## config.mk

```make
export PLATFORM = sky130hd
export DESIGN_NAME = j_cmpn_match
export DESIGN_NICKNAME = d
export VERILOG_FILES = /design/src/rtl/j_cmpn_match.sv
export SDC_FILE = /design/constraint.sdc
export NUM_CORES = 1
export LEC_CHECK = 0
export CORE_AREA = 2 2 88 154
export DETAILED_ROUTE_END_ITERATION = 12
export DIE_AREA = 0 0 90 156
export PLACE_DENSITY = 0.56
export SLEW_MARGIN = 20
export SYNTH_ARGS = -nofsm -noshare
export SYNTH_HDL_FRONTEND = slang
export SYNTH_SLANG_ARGS = --single-unit
```

## constraint.sdc

```tcl
create_clock -name sys_clk -period 2.8 [get_ports sys_clk]
set_input_delay 0.84 -clock sys_clk [delete_from_list [all_inputs] [get_ports sys_clk]]
set_output_delay 0.84 -clock sys_clk [all_outputs]
set_load 0.01 [all_outputs]
```

## src/rtl/j_cmpn_match.sv

```systemverilog
// Multi-channel masked equality comparator: registered per-channel active-low
// match strobes, first-hit index, sticky flags and saturating hit counters.
module j_cmpn_match #(
    parameter int WIDTH    = 6,
    parameter int CHANNELS = 4,
    parameter int CNT_W    = 8,
    parameter int CH_W     = $clog2(CHANNELS)
) (
    input  logic                sys_clk,
    input  logic                resetl,
    input  logic [0:WIDTH-1]    a,
    input  logic                a_valid,
    input  logic                edge_mode,
    input  logic                ld,
    input  logic                ld_sel,
    input  logic [0:CH_W-1]     ld_ch,
    input  logic [0:WIDTH-1]    ld_data,
    input  logic                clr,
    input  logic [0:CH_W-1]     rd_ch,
    output logic [0:CHANNELS-1] match_n,
    output logic                any_match,
    output logic [0:CH_W-1]     first_ch,
    output logic [0:CHANNELS-1] sticky,
    output logic [0:CNT_W-1]    rd_cnt
);

    localparam logic [0:CNT_W-1] CNT_MAX = {CNT_W{1'b1}};

    logic [0:WIDTH-1]    ref_q  [CHANNELS];
    logic [0:WIDTH-1]    ref_d  [CHANNELS];
    logic [0:WIDTH-1]    mask_q [CHANNELS];
    logic [0:WIDTH-1]    mask_d [CHANNELS];
    logic [0:CNT_W-1]    cnt_q  [CHANNELS];
    logic [0:CNT_W-1]    cnt_d  [CHANNELS];
    logic [0:CHANNELS-1] raw_hit_s;
    logic [0:CHANNELS-1] qual_hit_s;
    logic [0:CHANNELS-1] prev_hit_q, prev_hit_d;
    logic [0:CHANNELS-1] match_n_q, match_n_d;
    logic [0:CHANNELS-1] sticky_q, sticky_d;
    logic                any_q, any_d;
    logic [0:CH_W-1]     first_q, first_d;

    // Compare against the pre-load registers; edge mode suppresses run continuations.
    always_comb begin
        for (int k = 0; k < CHANNELS; k++) begin
            raw_hit_s[k]  = a_valid && (((a ^ ref_q[k]) & mask_q[k]) == {WIDTH{1'b0}});
            qual_hit_s[k] = raw_hit_s[k] && !(edge_mode && prev_hit_q[k]);
        end
    end

    // Next-state for programming registers, hit history, strobes and counters.
    always_comb begin
        ref_d  = ref_q;
        mask_d = mask_q;
        if (ld && (int'(ld_ch) < CHANNELS)) begin
            if (ld_sel) begin
                mask_d[ld_ch] = ld_data;
            end else begin
                ref_d[ld_ch] = ld_data;
            end
        end else begin
            ref_d  = ref_q;
            mask_d = mask_q;
        end

        // Invalid cycles neither break nor extend a run.
        prev_hit_d = a_valid ? raw_hit_s : prev_hit_q;
        match_n_d  = ~qual_hit_s;
        any_d      = |qual_hit_s;

        first_d = {CH_W{1'b0}};
        for (int k = CHANNELS - 1; k >= 0; k--) begin
            first_d = qual_hit_s[k] ? CH_W'(k) : first_d;
        end

        sticky_d = clr ? {CHANNELS{1'b0}} : (sticky_q | qual_hit_s);

        for (int k = 0; k < CHANNELS; k++) begin
            if (clr) begin
                cnt_d[k] = {CNT_W{1'b0}};
            end else if (qual_hit_s[k] && (cnt_q[k] != CNT_MAX)) begin
                cnt_d[k] = cnt_q[k] + CNT_W'(1);
            end else begin
                cnt_d[k] = cnt_q[k];
            end
        end
    end

    // State registers with synchronous active-low reset.
    always_ff @(posedge sys_clk) begin
        if (!resetl) begin
            for (int k = 0; k < CHANNELS; k++) begin
                ref_q[k]  <= {WIDTH{1'b0}};
                mask_q[k] <= {WIDTH{1'b1}};
                cnt_q[k]  <= {CNT_W{1'b0}};
            end
            prev_hit_q <= {CHANNELS{1'b0}};
            match_n_q  <= {CHANNELS{1'b1}};
            sticky_q   <= {CHANNELS{1'b0}};
            any_q      <= 1'b0;
            first_q    <= {CH_W{1'b0}};
        end else begin
            for (int k = 0; k < CHANNELS; k++) begin
                ref_q[k]  <= ref_d[k];
                mask_q[k] <= mask_d[k];
                cnt_q[k]  <= cnt_d[k];
            end
            prev_hit_q <= prev_hit_d;
            match_n_q  <= match_n_d;
            sticky_q   <= sticky_d;
            any_q      <= any_d;
            first_q    <= first_d;
        end
    end

    // Counter readback mux; out-of-range selects read as zero.
    always_comb begin
        if (int'(rd_ch) < CHANNELS) begin
            rd_cnt = cnt_q[rd_ch];
        end else begin
            rd_cnt = {CNT_W{1'b0}};
        end
    end

    assign match_n   = match_n_q;
    assign any_match = any_q;
    assign first_ch  = first_q;
    assign sticky    = sticky_q;

endmodule
```

Yosys cells after proc, flatten, opt, wreduce, memory -nomap -nowiden

Memories as Yosys holds them, arrays and structs flattened.
Index checks and enable logic that the tools add are counted.

Register bits: 63
RAM bits: 32
Bits of input ports: 23
Output and inout port bits: 19
Logic and storage cells: 94
Memories: 1

Add/subtract/negate cells: 4
Order comparisons: 2
Equal/unequal tests: 4
Mux-type cells: 21
Bitwise gates (word level): 17
Reductions and logical operators: 31

Memories:

| memory | words | bits a word | read ports | clocked after Yosys merged registers in | write ports | line | RTL |
|---|---|---|---|---|---|---|---|
| cnt_q  | 4     | 8           | 5          | 0                                       | 4           | 33   | `logic [0:CNT_W-1] cnt_q [CHANNELS];` |

Operator list:

| kind                  | count |
|---|---|
| $mux W8               | 12 |
| $bwmux W24            | 2 |
| $add A8 B1 Y8 const B | 4 |
| $ne A8 B8 Y1 const B  | 4 |
| $and A6 B6 Y6         | 4 |
| $logic_not A6 Y1      | 4 |
| $xor A6 B6 Y6         | 4 |
| $logic_and A1 B1 Y1   | 17 |
| $demux W6 S2          | 1 |
| $mux W6               | 1 |
| $logic_not A1 Y1      | 4 |
| $mux W2               | 2 |
| $not A4 Y4            | 1 |
| $or A1 B1 Y1          | 4 |
| $or A4 B4 Y4          | 1 |
| $reduce_and A2 Y1     | 2 |
| $reduce_or A2 Y1      | 2 |
| $reduce_or A4 Y1      | 1 |
| $ge A3 B3 Y1 const B  | 1 |
| $lt A3 B1 Y1 const B  | 1 |
| $mux W1               | 3 |
| $not A2 Y3            | 1 |
| $reduce_or A3 Y1      | 1 |
| $not A1 Y1            | 2 |

Depth between registers and ports, before layout

Gate-level depths: netlist of the first run.

Depth after elaboration: 9
Mapped depth: 7
Gate-level depth less buffers: 6

Worst setup path before layout of the first run

Ideal clock, no wire load.

Kind: input to output
Start: input port rd_ch[0] (netlist name)
End: output port rd_cnt[1] (netlist name)
Data arrival time: 1.832 ns
Data required time: 1.960 ns
Path slack: 0.128 ns
Stages on the path: 2
Buffers on the path: 1
Path through: clkbuf_1 > mux4_2

Word-level cells in the longest chain between the ends: 1

Ends and longest elaborated chain:

| item            | line | RTL |
|---|---|---|
| start, declared | 19   | `input logic [0:CH_W-1] rd_ch,` |
| $mem_v2 Z4 W8   | -    |  |
| end, declared   | 24   | `output logic [0:CNT_W-1] rd_cnt` |

Every way passes these cells.

Final worst setup path of the first run

Start: input port rd_ch[1] (netlist name)
End: output port rd_cnt[0] (netlist name)

Same word-level chain as after synthesis.

==> metrics.md, run 1 <==
| Metric | Value |
|---|---|
| PwrDens | `529.9 nW/µm²` |
| RD Place Congestion | `0.8586` |
| Met2 Usage GRT | `0.3280` |
| Crit. Startpoint | `rd_ch[1]` |
| Slew Limit Fails | `0` |
| Core area | `12800 µm²` |
| H-Tree Depth | `3` |
| Num rows | `55` |
| Synth Instances | `485` |
| Asr flop ratio synth | `0` |
| DR WL/cell | `16.36 µm` |
| Tcrit/Tclk final | `0.9519` |
| Crit Reg-Reg Startpoint | `ref_q[16]$_SDFFE_PN0P_` |
| Crit path required time | `1.96 ns` |
| FF-to-FF End | `cnt_q[1][7]$_SDFFE_PP0P_` |
| Final Instance Area | `5667 µm²` |
| Distinct cell type count after synthesis | `42` |
| CTS clock-pin slew for the worst setup and hold paths | `0.07 ns` |
| Hold Path Class | `flop to flop` |
| Gr busiest metal | `met2` |
| N_diodes | `0` |
| Crit path to | `rd_cnt[0]` |
| Mapped Area | `4418 µm²` |
| Final min period | `2.665 ns` |
| Register Area | `1902 µm²` |
| Startpoint types | `input pin` |
| Multi-input logic area | `2375 µm²` |
| Most numerous cell in the Yosys netlist | `dfxtp_1` |
| Final Power | `3.003 mW` |
| DIE WIDTH | `90 µm` |
| Drt pass-1 iters | `4` |
| Met1 usage | `0.1892` |
| EDFF count, synth | `0` |
| Vias per cell | `5.204` |
| Hold-fix buffer count after cts | `0` |
| Antenna Violating Nets Remaining | `0` |
| Syn nets | `512` |
| Sink Count | `95` |
| # Max-Cap Violations | `0` |
| Share of the synthesized area in the top cell type | `0.4305` |
| Iter 0 DRT Violations | `129` |
| R2R setup slack | `0.81 ns` |
| Clk_lat worst skew | `0.34 ns` |
| CTS tree | `yes` |
| Total global routing overflow | `0` |
| Yosys warns | `0` |
| Crit path arrival time | `1.83 ns` |
| Unrepaired setup endpoints after global routing | `no` |
| CP Class | `input pin to primary output` |
| Routed wire length | `12.05 mm` |
| Number of remaining DRC errors | `0` |
| Vias post-DR | `3835` |
| Number of synthesized register bits | `95` |
| Final Hold Fails | `0` |
| Filler instances | `1357` |
| CTS buffer count | `9` |
| Worst slew pin tran | `0.4700 ns` |
| Met3 Usage GRT | `0.03285` |
| Worst slew margin | `0.6867` |
| Worst Skew | `0.005949 ns` |
| Top cells by count, synth | `dfxtp_1, nand2_1, mux2i_1` |
| Fin Hold WS | `0.4704 ns` |
| Clock tree buffer depth | `2` |
| Crit. End Element | `primary output` |
| Tot GR Track Use | `0.1757` |
| IO Pins | `42` |
| Status | `finished, final reports clean` |
| IO buf count | `41` |
| Top FF cell, synth | `dfxtp_1` |
| First-pass GRT wire length | `19.60 mm` |
| Final setup violation count | `0` |
| Setup TNS | `0 ns` |
| Final HPWL DP | `9.175 mm` |
| R2r worst-path depth | `5` |
| Initial Utilization | `0.3452` |
| Area delta synth->final | `28.26%` |
| Yosys top cell by area | `dfxtp_1` |
| Die H | `156 µm` |
| Seq/Total Area, Yosys | `0.4305` |
| Initial antenna violation count | `0` |
| Root Driver | `clkbuf_16` |
| Nets@finish | `588` |
| Mean Syn Cell Area | `9.109 µm²` |
| Largest net degree at the start of global routing | `31` |
| Worst VDD drop | `0.0003129 V` |
| Pleak | `2.209 nW` |
| Post-DP Area | `5330 µm²` |
| Layout cells sized above 1 | `0.1608` |
| Total die area | `14040 µm²` |
| Vias in the first global route | `3888` |
| Layout Utilization | `0.4427` |
| Ranking of synthesized cells by area | `dfxtp_1, mux2i_1, xor2_1` |
| Crit path max fanout | `2` |
| Fmax | `375.2 MHz` |
-- cell families after synthesis --
family | Yosys count | share of synthesized area
and+or+nand+nor | 187 | 0.2048
DFF | 95 | 0.4305
AOI/OAI and AO/OA | 80 | 0.1198
muxes | 58 | 0.1541
buffers and inverters | 37 | 0.03200
xor gates and xnor gates | 24 | 0.04758
adders and majority gates | 4 | 0.01133
-- worst max-delay path, cell delays in order --
cell,delay [ns]
dlygate4sd2_1,0.25
mux4_2,0.50
clkdlybuf4s15_2,0.23
-- cells in the final DEF (no fill, tap or decap), types with 8 or more instances in the layout --
| cell | instances |
|---|---|
| nand3_1 | 26 |
| dfxtp_1 | 95 |
| a21oi_1 | 25 |
| mux4_2 | 8 |
| clkbuf_16 | 9 |
| clkdlybuf4s50_1 | 31 |
| xor2_1 | 24 |
| o21ai_0 | 11 |
| o31ai_1 | 14 |
| nor2_1 | 49 |
| or4_1 | 15 |
| a22oi_1 | 9 |
| mux2i_1 | 50 |
| buf_4 | 51 |
| nand2_1 | 53 |
-- sequential cells by signal (all words and copies together), names as in the netlist --
| register | count |
|---|---|
| prev_hit_q | 4 |
| sticky | 4 |
| match_n | 4 |
| ref_q | 24 |
| mask_q | 24 |
| any_match | 1 |
| first_ch | 2 |
| cnt_q | 32 |
-- per-stage QoR --
| step | std cells | worst slack [ns] |
|---|---|---|
| 2_1_floorplan | 485 | 0.1276 |
| 6_report | 737 | 0.1346 |
| 3_5_place_dp | 719 | -0.5556 |
| 5_1_grt | 737 | 0.05665 |
| 3_3_place_gp | 719 | -0.5090 |
| 4_1_cts | 736 | 0.01940 |
-- per-layer routing --
layer,up-vias,part of all wire
met1,1832,0.40
met3,24,0.028
met4,0,0.036
li1,1903,-
met5,-,0
met2,76,0.54
-- how the worst min path moves through the flow --
stage	startpoint	to	slack, ns	cells after the start
final	mask_q[21]$_SDFFE_PN1P_	mask_q[21]$_SDFFE_PN1P_	0.47	2
after global routing	mask_q[22]$_SDFFE_PN1P_	mask_q[22]$_SDFFE_PN1P_	0.49	2
after detailed placement	mask_q[22]$_SDFFE_PN1P_	mask_q[22]$_SDFFE_PN1P_	0.46	2
after global placement	mask_q[22]$_SDFFE_PN1P_	mask_q[22]$_SDFFE_PN1P_	0.45	2
after CTS	mask_q[22]$_SDFFE_PN1P_	mask_q[22]$_SDFFE_PN1P_	0.47	2
after floorplan	mask_q[19]$_SDFFE_PN1P_	mask_q[19]$_SDFFE_PN1P_	0.44	2
-- final cells by class --
type / instances / share of cell area
multi-input combinational: 353 / 0.4191
clock buffer: 9 / 0.03974
inverter: 7 / 0.004637
timing repair buffer: 95 / 0.1451
clock inverter: 7 / 0.01811
sequential: 95 / 0.3356
tap: 171 / 0.03776
-- repair_timing --
action                                  4_1_cts  5_1_grt
gates resized for setup                      32        2
cloned                                        0        0
endpoints found under the setup margin        8        2
setup buffers                                 1        1
-- power by group --
| part | internal [mW] | total [mW] | switching [mW] |
|---|---|---|---|
| Sequential | 1.37 | 1.38 | 0.0104 |
| Combinational | 0.125 | 0.263 | 0.138 |
| Clock | 0.798 | 1.36 | 0.563 |
Power figures use the tool's default switching activity.
==> inputs of run 2 (changes only) <==
--- a/config.mk
+++ b/config.mk
@@ -8,6 +8,7 @@
 export CORE_AREA = 2 2 88 154
 export DETAILED_ROUTE_END_ITERATION = 12
 export DIE_AREA = 0 0 90 156
+export GPL_TIMING_DRIVEN = 0
 export PLACE_DENSITY = 0.56
 export SLEW_MARGIN = 20
 export SYNTH_ARGS = -nofsm -noshare
==> run 2 against run 1 <==
Sequential share of layout area increased by 2.5 points. Maximum frequency decreased by 0.34%. Routed wire length is 2.2% lower. Die area unchanged. Hold slack about the same. Register-to-register slack lost 0.10 ns. Combinational power is 19% lower. Non-clock buffer count fell by 35.
==> metrics.md, run 2 (synthesized netlist as in run 1, its figures left out) <==
| Metric | Value |
|---|---|
| Hold Path Class | `flop to flop` |
| Tcrit/Tclk final | `0.9552` |
| Iter 0 DRT Violations | `186` |
| CTS buffer count | `9` |
| Met2 wire len | `6.308 mm` |
| Final HPWL DP | `9.022 mm` |
| IO buf count | `30` |
| Status | `finished, final reports clean` |
| H-Tree Depth | `3` |
| Number of remaining DRC errors | `0` |
| First-pass GRT wire length | `18.84 mm` |
| Crit path required time | `1.96 ns` |
| Biggest register | `cnt_q` |
| CTS tree | `yes` |
| Final Power | `2.777 mW` |
| Startpoint types | `input pin` |
| Vias in the first global route | `3638` |
| Num rows | `55` |
| DR WL/cell | `16.79 µm` |
| PwrDens | `526.4 nW/µm²` |
| Vias post-DR | `3726` |
| Unrepaired setup endpoints after global routing | `no` |
| Drt pass-1 iters | `4` |
| Sequential Power Share | `0.497` |
| Pleak | `1.983 nW` |
| Comb pwr share | `0.077` |
| # Max-Cap Violations | `0` |
| Net Sw Frac | `0.2442` |
| Clock power frac | `0.426` |
| DIE WIDTH | `90 µm` |
| Clk_lat worst skew | `0.35 ns` |
| Final min period | `2.675 ns` |
| Routed wire length | `11.79 mm` |
| Final Hold Fails | `0` |
| Sink Count | `95` |
| Layout cells sized above 1 | `0.07910` |
| Design internal power | `2.099 mW` |
| Vias per cell | `5.308` |
| Crit. End Element | `primary output` |
| CP Class | `input pin to primary output` |
| Antenna Violating Nets Remaining | `0` |
| CTS clock-pin slew for the worst setup and hold paths | `0.06 ns` |
| Clock tree buffer depth | `2` |
| Leading cell type in the layout, fill and taps excluded | `dfxtp_1` |
| Total die area | `14040 µm²` |
| Final setup violation count | `0` |
| Worst slew pin tran | `1.083 ns` |
| WL met1 | `4.555 mm` |
| Slew Limit Fails | `0` |
| RD Place Congestion | `0.8646` |
| Hold-fix buffer count after cts | `0` |
| Largest net degree at the start of global routing | `16` |
| Die H | `156 µm` |
| Top layer in use | `met4` |
| Tot GR Track Use | `0.1726` |
| Layout Utilization | `0.4121` |
| N_diodes | `0` |
| Worst slew margin | `0.2722` |
| Area delta synth->final | `19.40%` |
| Worst VDD drop | `0.0003651 V` |
| Root Driver | `clkbuf_16` |
| Placed insts | `686` |
| Nets@finish | `553` |
| Fmax | `373.9 MHz` |
| Final instance count without filler cells | `702` |
| Initial Utilization | `0.3452` |
| Setup TNS | `0 ns` |
| Core area | `12800 µm²` |
| IO Pins | `42` |
| Largest register FFs | `32` |
| Psw | `0.6780 mW` |
| Most frequent cells in the layout | `dfxtp_1, nand2_1, mux2i_1, nor2_1, a21oi_1` |
| Initial antenna violation count | `0` |
| DR WL met3 | `450 µm` |
| Total global routing overflow | `0` |
| Largest regs | `cnt_q (32), mask_q (24), ref_q (24)` |
| Crit path arrival time | `1.83 ns` |
| Crit path max fanout | `8` |
| Worst Skew | `0.007548 ns` |
[run 2: worst max-delay path, stage by stage]
cell           delay [ns]
clkbuf_4             0.18
mux4_2               0.52
dlygate4sd2_1        0.30
[run 2: area by class of cell]
class                      instances  area, µm²
tap                              171      214.0
multi-input combinational        353       2424
buffer                            30      132.6
sequential                        95       1902
clock inverter                     4      30.03
clock buffer                      12      256.5
fill                            1352       7525
timing repair buffer              30      290.3
inverter                           7      26.28
[run 2: power by group through the flow]
| stage | clock, mW | combinational, mW | sequential (mW) |
|---|---|---|---|
| finish | 1.18 | 0.213 | 1.38 |
| global route | 1.27 | 0.235 | 1.38 |
| CTS | 1.21 | 0.212 | 1.38 |
| detailed placement | 0 | 0.211 | 1.41 |
| global placement | 0 | 0.207 | 1.41 |
| floorplan | 0 | 0.133 | 1.41 |
[run 2: routing by layer]
metal,global-route usage,up-vias
met5,0,-
met4,0.09597,0
met3,0.03188,22
met2,0.3215,86
met1,0.1809,1787
li1,-,1831
[run 2: timing repair]
item / in CTS / in global routing
gates resized for setup: 20 / 11
setup endpoints to repair: 24 / 13
pin swaps: 0 / 0
buffers inserted: 0 / 0
[run 2: through the flow]
stage                     hold WS (ns)  area, µm²  setup WS (ns)
final                           0.4708       5275         0.1254
after global placement          0.4521       4932        -0.8882
after global routing            0.4949       5275        0.03849
after CTS                       0.4719       5231        0.03104
after detailed placement        0.4605       4938        -0.5768
after floorplan                 0.4409       4418         0.1276
[run 2: final timing paths]
path,from,to,cells after the start,slack [ns]
setup reg to reg,ref_q[13]$_SDFFE_PN0P_,cnt_q[1][7]$_SDFFE_PP0P_,6,0.71
hold reg to reg,mask_q[20]$_SDFFE_PN1P_,mask_q[20]$_SDFFE_PN1P_,2,0.47
hold / removal,mask_q[20]$_SDFFE_PN1P_,mask_q[20]$_SDFFE_PN1P_,2,0.47
setup / recovery,rd_ch[1],rd_cnt[0],3,0.13
